**config.mk**
```make
export PLATFORM = sky130hd
export DESIGN_NAME = mealy_frame_driver
export DESIGN_NICKNAME = d
export VERILOG_FILES = /design/src/rtl/mealy_frame_driver.sv
export SDC_FILE = /design/constraint.sdc
export NUM_CORES = 1
export LEC_CHECK = 0
export BUFFER_PORTS_ARGS = -buffer_cell sky130_fd_sc_hd__buf_2
export CORE_MARGIN = 4
export CORE_UTILIZATION = 25
export CTS_CLUSTER_DIAMETER = 120
export DETAILED_ROUTE_END_ITERATION = 7
export PLACE_DENSITY = 0.4
export SKIP_CTS_REPAIR_TIMING = 1
export SLEW_MARGIN = 30
export SYNTH_ARGS = -nofsm -noshare
export SYNTH_HDL_FRONTEND = slang
export SYNTH_SLANG_ARGS = --single-unit
```
**constraint.sdc**
```tcl
create_clock -name clk -period 1.7 [get_ports clk]
set_input_delay 0.085 -clock clk [delete_from_list [all_inputs] [get_ports clk]]
set_output_delay 0.085 -clock clk [all_outputs]
set_load 0.05 [all_outputs]
```
**src/rtl/mealy_frame_driver.sv**
```systemverilog
// Serial frame driver / response collector for the lab4 Mealy sequence FSM.
// Resets the FSM, shifts a word MSB-first onto its input and captures its same-cycle output.
module mealy_frame_driver #(
  parameter int WIDTH = 8
) (
  input  logic             clk,
  input  logic             rst,
  input  logic             tx_valid,
  output logic             tx_ready,
  input  logic [WIDTH-1:0] tx_data,
  output logic             fsm_in,
  input  logic             fsm_out,
  output logic             fsm_rst_n,
  output logic             busy,
  output logic [WIDTH-1:0] rx_data,
  output logic             rx_valid
);

  localparam int CW = $clog2(WIDTH) + 1;

  typedef enum logic [1:0] {
    IDLE  = 2'd0,
    INIT  = 2'd1,
    SHIFT = 2'd2,
    DONE  = 2'd3
  } state_t;

  state_t           state_r, state_nx_s;
  logic [WIDTH-1:0] tx_shift_r, tx_shift_nx_s;
  logic [WIDTH-2:0] rx_shift_r, rx_shift_nx_s;
  logic [WIDTH-1:0] rx_word_s;
  logic [CW-1:0]    cnt_r, cnt_nx_s;
  logic [WIDTH-1:0] rx_data_r, rx_data_nx_s;
  logic             tx_ready_r, busy_r, rx_valid_r, fsm_in_r;

  // Word completed by the bit the FSM is answering in this cycle.
  assign rx_word_s = {rx_shift_r, fsm_out};

  // Next-state and datapath update decode.
  always_comb begin
    state_nx_s    = state_r;
    tx_shift_nx_s = tx_shift_r;
    rx_shift_nx_s = rx_shift_r;
    cnt_nx_s      = cnt_r;
    rx_data_nx_s  = rx_data_r;
    case (state_r)
      IDLE: begin
        if (tx_valid && tx_ready_r) begin
          tx_shift_nx_s = tx_data;
          cnt_nx_s      = {CW{1'b0}};
          state_nx_s    = INIT;
        end else begin
          state_nx_s = IDLE;
        end
      end
      INIT: begin
        state_nx_s = SHIFT;
      end
      SHIFT: begin
        rx_shift_nx_s = rx_word_s[WIDTH-2:0];
        tx_shift_nx_s = {tx_shift_r[WIDTH-2:0], 1'b0};
        cnt_nx_s      = cnt_r + {{(CW-1){1'b0}}, 1'b1};
        if (cnt_r == CW'(WIDTH - 1)) begin
          rx_data_nx_s = rx_word_s;
          state_nx_s   = DONE;
        end else begin
          state_nx_s = SHIFT;
        end
      end
      DONE: begin
        state_nx_s = IDLE;
      end
      default: begin
        state_nx_s = IDLE;
      end
    endcase
  end

  // State, datapath and registered outputs (decoded from the next state).
  always_ff @(posedge clk or posedge rst) begin
    if (rst) begin
      state_r    <= IDLE;
      tx_shift_r <= {WIDTH{1'b0}};
      rx_shift_r <= {(WIDTH-1){1'b0}};
      cnt_r      <= {CW{1'b0}};
      rx_data_r  <= {WIDTH{1'b0}};
      tx_ready_r <= 1'b1;
      busy_r     <= 1'b0;
      rx_valid_r <= 1'b0;
      fsm_in_r   <= 1'b0;
    end else begin
      state_r    <= state_nx_s;
      tx_shift_r <= tx_shift_nx_s;
      rx_shift_r <= rx_shift_nx_s;
      cnt_r      <= cnt_nx_s;
      rx_data_r  <= rx_data_nx_s;
      tx_ready_r <= (state_nx_s == IDLE);
      busy_r     <= (state_nx_s != IDLE);
      rx_valid_r <= (state_nx_s == DONE);
      fsm_in_r   <= (state_nx_s == SHIFT) ? tx_shift_nx_s[WIDTH-1] : 1'b0;
    end
  end

  // The FSM is held in reset both during INIT and while our own reset is high.
  assign fsm_rst_n = ~(rst | (state_r == INIT));
  assign tx_ready  = tx_ready_r;
  assign busy      = busy_r;
  assign rx_valid  = rx_valid_r;
  assign rx_data   = rx_data_r;
  assign fsm_in    = fsm_in_r;

endmodule

```
==> impl.org <==
** STA
- Final-layout setup total negative slack :: 0 ns
- For the pin with the worst max-slew slack, the measured transition is around 0.42 ns.
- Skew final :: around 0.0016 ns
- The final-report max-slew violation count is 0.
- Of the available clock period, the critical path in the final layout requires about nine tenths.
- Minimum period implied by the final worst setup slack :: approximately 1.5 ns
- Final Hold Viols :: 0
- Relative slew margins :: between 70% and 80%
- Setup violations remaining at the end of the flow were counted as 0.
- Based on the critical path, the design can be clocked at up to 652.3 MHz.
- Setup repair after global routing left no endpoint under its margin.

** Die
- Placeable core region :: 5608 sq um
- Row Count :: 27
- The die covers 7177 sq um.
- From bottom edge to top edge, the die measures 84.72 um.
- Once the floorplan was initialized, standard cells occupied 26.24% of the core.
- Die span in x :: 84.72 um
- Number of placed I/O pins :: 25

** Worst hold path
- The tightest min-delay check is of the primary input to flop type.
- Cells on Worst Hold Path :: 2

** Logic synthesis
- Area leader, netlist :: sky130_fd_sc_hd__dfrtp_1
- The number of nets in the synthesized netlist is ~120.
- Top cells by area, synth :: sky130_fd_sc_hd__dfrtp_1, sky130_fd_sc_hd__mux2_2, sky130_fd_sc_hd__ha_1, sky130_fd_sc_hd__a221o_1, sky130_fd_sc_hd__mux2_1
- Count of unique library cells instantiated by Yosys :: 30
- The share of synthesized area in the top cell type comes to 54.42%.
- Netlist area before placement :: 1471 sq um
- Post-Syn Instances :: 106
- Yosys printed 0 warnings.
- Share of the yosys chip area belonging to registers :: roughly 56%
- Synthesis inferred 33 register bits.
- Dividing the synthesized area by the synthesized cell count gives 13.88 sq um.

** Placed design
- In this run the tool buffered the top-level ports with 24 buffer cells.
- In this run the cell area measured after placement is about 1700 sq um.
- Once detailed placement completed, the half-perimeter wirelength came to between 2 and 2.5 mm.
- Routability-driven placement finished with a final weighted congestion of 0.7367.

** Pwr
- Registers are responsible for 36.5% of the overall power.
- Summed over all nets, the switching power comes to around 1500 uW.
- Leak pwr :: 0.0009046 uW
- The internal portion of the total power is around 2200 uW.
- Total power density per cell area :: 2045 nW/um^2
- Net switching is 39.86% of the power.
- Combinational cells account for 46.2% of the total power.
- The share of total power dissipated in the clock network is ~17%.
- VDD sags by at most about 510 uV.

** CTS
- Clock tree synthesis found a total of 33 sinks.
- For the worst-skew pair, the clock arrives at the later sink with an insertion delay of roughly 0.28 ns.
- H-tree depth :: 2
- CTS tree :: built
- After clock tree synthesis, the clock-pin slew on the worst setup and hold paths is 0.07 ns.
- TritonCTS created 5 clock buffers.
- The root buffer cell chosen for the clock tree is sky130_fd_sc_hd__clkbuf_8.
- Worst-case clock buffer depth :: 2

** Global routing
- Entering global routing, the biggest net connects 34 pins.
- The total overflow left after global routing is 0.
- The number of antenna violations at the first check in global routing was 0.
- In the global route stage, overall resource usage came out at between 9 and 10%.
- The first global-routing pass estimated 5.147 mm of wire.
- The number of global-route vias before repair came to 1073.

** Critical path
- In this run the worst path has a maximum fanout of 5.
- Critical path data arrival time :: 1.70 ns
- Critical-path cell with the highest stage delay :: sky130_fd_sc_hd__dfrtp_1
- The critical path in this run is classified as flop to flop.
- Crit-path cells :: inv_1 > ha_1 > a21boi_4 > or2_1 > a221o_1
- Register-to-Register Path Depth :: 5
- STA classifies the critical path startpoint as a flop.
- Worst endpoint required time :: 1.86 ns
- STA classifies the critical path endpoint as a flop.
- The setup check on the worst reg-to-reg path leaves a slack of 0.17 ns.
- On the worst path, the slowest cell contributes a delay of 0.35 ns.

** Finish
- The number of antenna diodes in the final layout is 0.
- After the last flow step, the layout net total stands at 159.
- The finished cells cover approximately 1800 sq um.
- Area delta synth->final :: 23.89%
- Cells with a size suffix above 1 make up 45.45% of the layout.
- For this run, the share of the core covered by cells in the final layout is 32.51%.

** Routing
- For this run, the detailed router's first-pass iteration total came to 4.
- Total number of vias :: 935
- In this run the remaining antenna-violating nets after routing total 0.
- For this run, design rule violations remaining after detail routing come to 0.
- The detailed router finished its first iteration with 32 violations.
- Wirelength, routed :: 2.851 mm
- Dividing the detail-routed wire length by the instance count gives around 13 um.
- Detail-routed via count per cell :: about 4.3

** Run status
- The run finished with clean final reports.

** Flow run
- The tool flagged a number of max-cap violations equal to 0.
==> kinds of logic after synthesis <==
family / after synthesis / share of synthesized area [%]
adders and majority gates: 5 / 4.252
AOI/OAI and AO/OA: 16 / 10.29
muxes: 22 / 16.84
buffers and inverters: 7 / 2.890
and+or+nand+nor: 23 / 9.525
DFF: 33 / 56.21
==> cell usage after synthesis, drive strengths merged <==
library cell,count
a21o,1
nand2,4
a21boi,1
or2,1
and3,2
dfrtp,32
a22o,2
nor4b,1
o32ai,1
a221o,6
buf,3
nand3,2
nand2b,1
mux2,22
o21ai,2
a211o,1
nor2,3
a211oi,1
a32oi,1
nand4b,1
nor2b,1
ha,5
and2,7
inv,4
dfstp,1
==> worst max-delay path, delay by kind of cell, from the launching register on <==
kind | cells | cell delay [ns]
compound gates | 2 | 0.47
simple gates | 1 | 0.29
buf+inv | 1 | 0.08
flops | 1 | 0.35
fa+ha+maj | 1 | 0.23
==> through the flow <==
step | hold WS (ns) | worst slack, ns | total power, uW | cells
2_1_floorplan | 0.2132 | 0.03225 | 2717 | 106
3_3_place_gp | 0.2081 | 0.1306 | 3098 | 206
3_5_place_dp | 0.2223 | 0.1048 | 3120 | 206
4_1_cts | -0.08207 | 0.09506 | 3788 | 214
5_1_grt | 0.05399 | 0.04055 | 4025 | 215
6_report | 0.05375 | 0.1670 | 3728 | 215
==> cell type report <==
cell class                      instances  area (sq um)
Timing Repair Buffer                   32         182.7
Multi-Input combinational cell         66         606.8
Clock buffer                            7         96.34
Tap cell                               72         90.09
Inverter                                4         15.01
Clock inverter                          1         5.005
Sequential cell                        33         827.0
Fill cell                             580          3785
==> sequential cells by signal, indices dropped and copies added, names as in the netlist <==
| name | cells |
|---|---|
| rx_data | 8 |
| tx_shift_r | 8 |
| rx_shift_r | 7 |
| cnt_r | 4 |
| state_r | 2 |
| busy | 1 |
| fsm_in | 1 |
| rx_valid | 1 |
| tx_ready | 1 |
==> worst paths after layout <==
kind                                        start                         to
setup / recovery             state_r[0]$_DFF_PP0_  tx_shift_r[6]$_DFFE_PP0P_
hold reg to reg            rx_data[2]$_DFFE_PP0P_     rx_data[2]$_DFFE_PP0P_
max in group asynchronous                     rst         tx_ready$_DFF_PP1_
hold / removal                            fsm_out     rx_data[0]$_DFFE_PP0P_
min in group asynchronous                     rst  tx_shift_r[0]$_DFFE_PP0P_
setup reg to reg             state_r[0]$_DFF_PP0_  tx_shift_r[6]$_DFFE_PP0P_
==> metal layers <==
layer  share of wire [%]  vias up  track usage [%]
li1                    -      456                -
met1                  46      464            10.87
met2                  50       11            14.80
met3                 2.2        4            1.668
met4                 2.2        0            5.612
met5                   0        -                0
==> power by group through the flow <==
stage | combinational, uW | sequential [uW] | clock [uW]
6_report | 1720 | 1360 | 645
5_1_grt | 1900 | 1420 | 712
4_1_cts | 1750 | 1370 | 674
3_5_place_dp | 1740 | 1380 | 0
3_3_place_gp | 1730 | 1370 | 0
2_1_floorplan | 969 | 1750 | 0
==> placed cells by master, fill, tap and decap left out, drive strengths merged, types with 2 or more instances in the layout <==
cell    netlist  layout
buf           3      31
and3          2       2
nand2         4       4
nand3         2       2
inv           4       4
ha            5       5
o21ai         2       2
dfrtp        32      32
and2          7       7
nor2          3       3
a221o         6       6
mux2         22      22
clkbuf        0       7
a22o          2       2
Power figures use the tool's default switching activity.
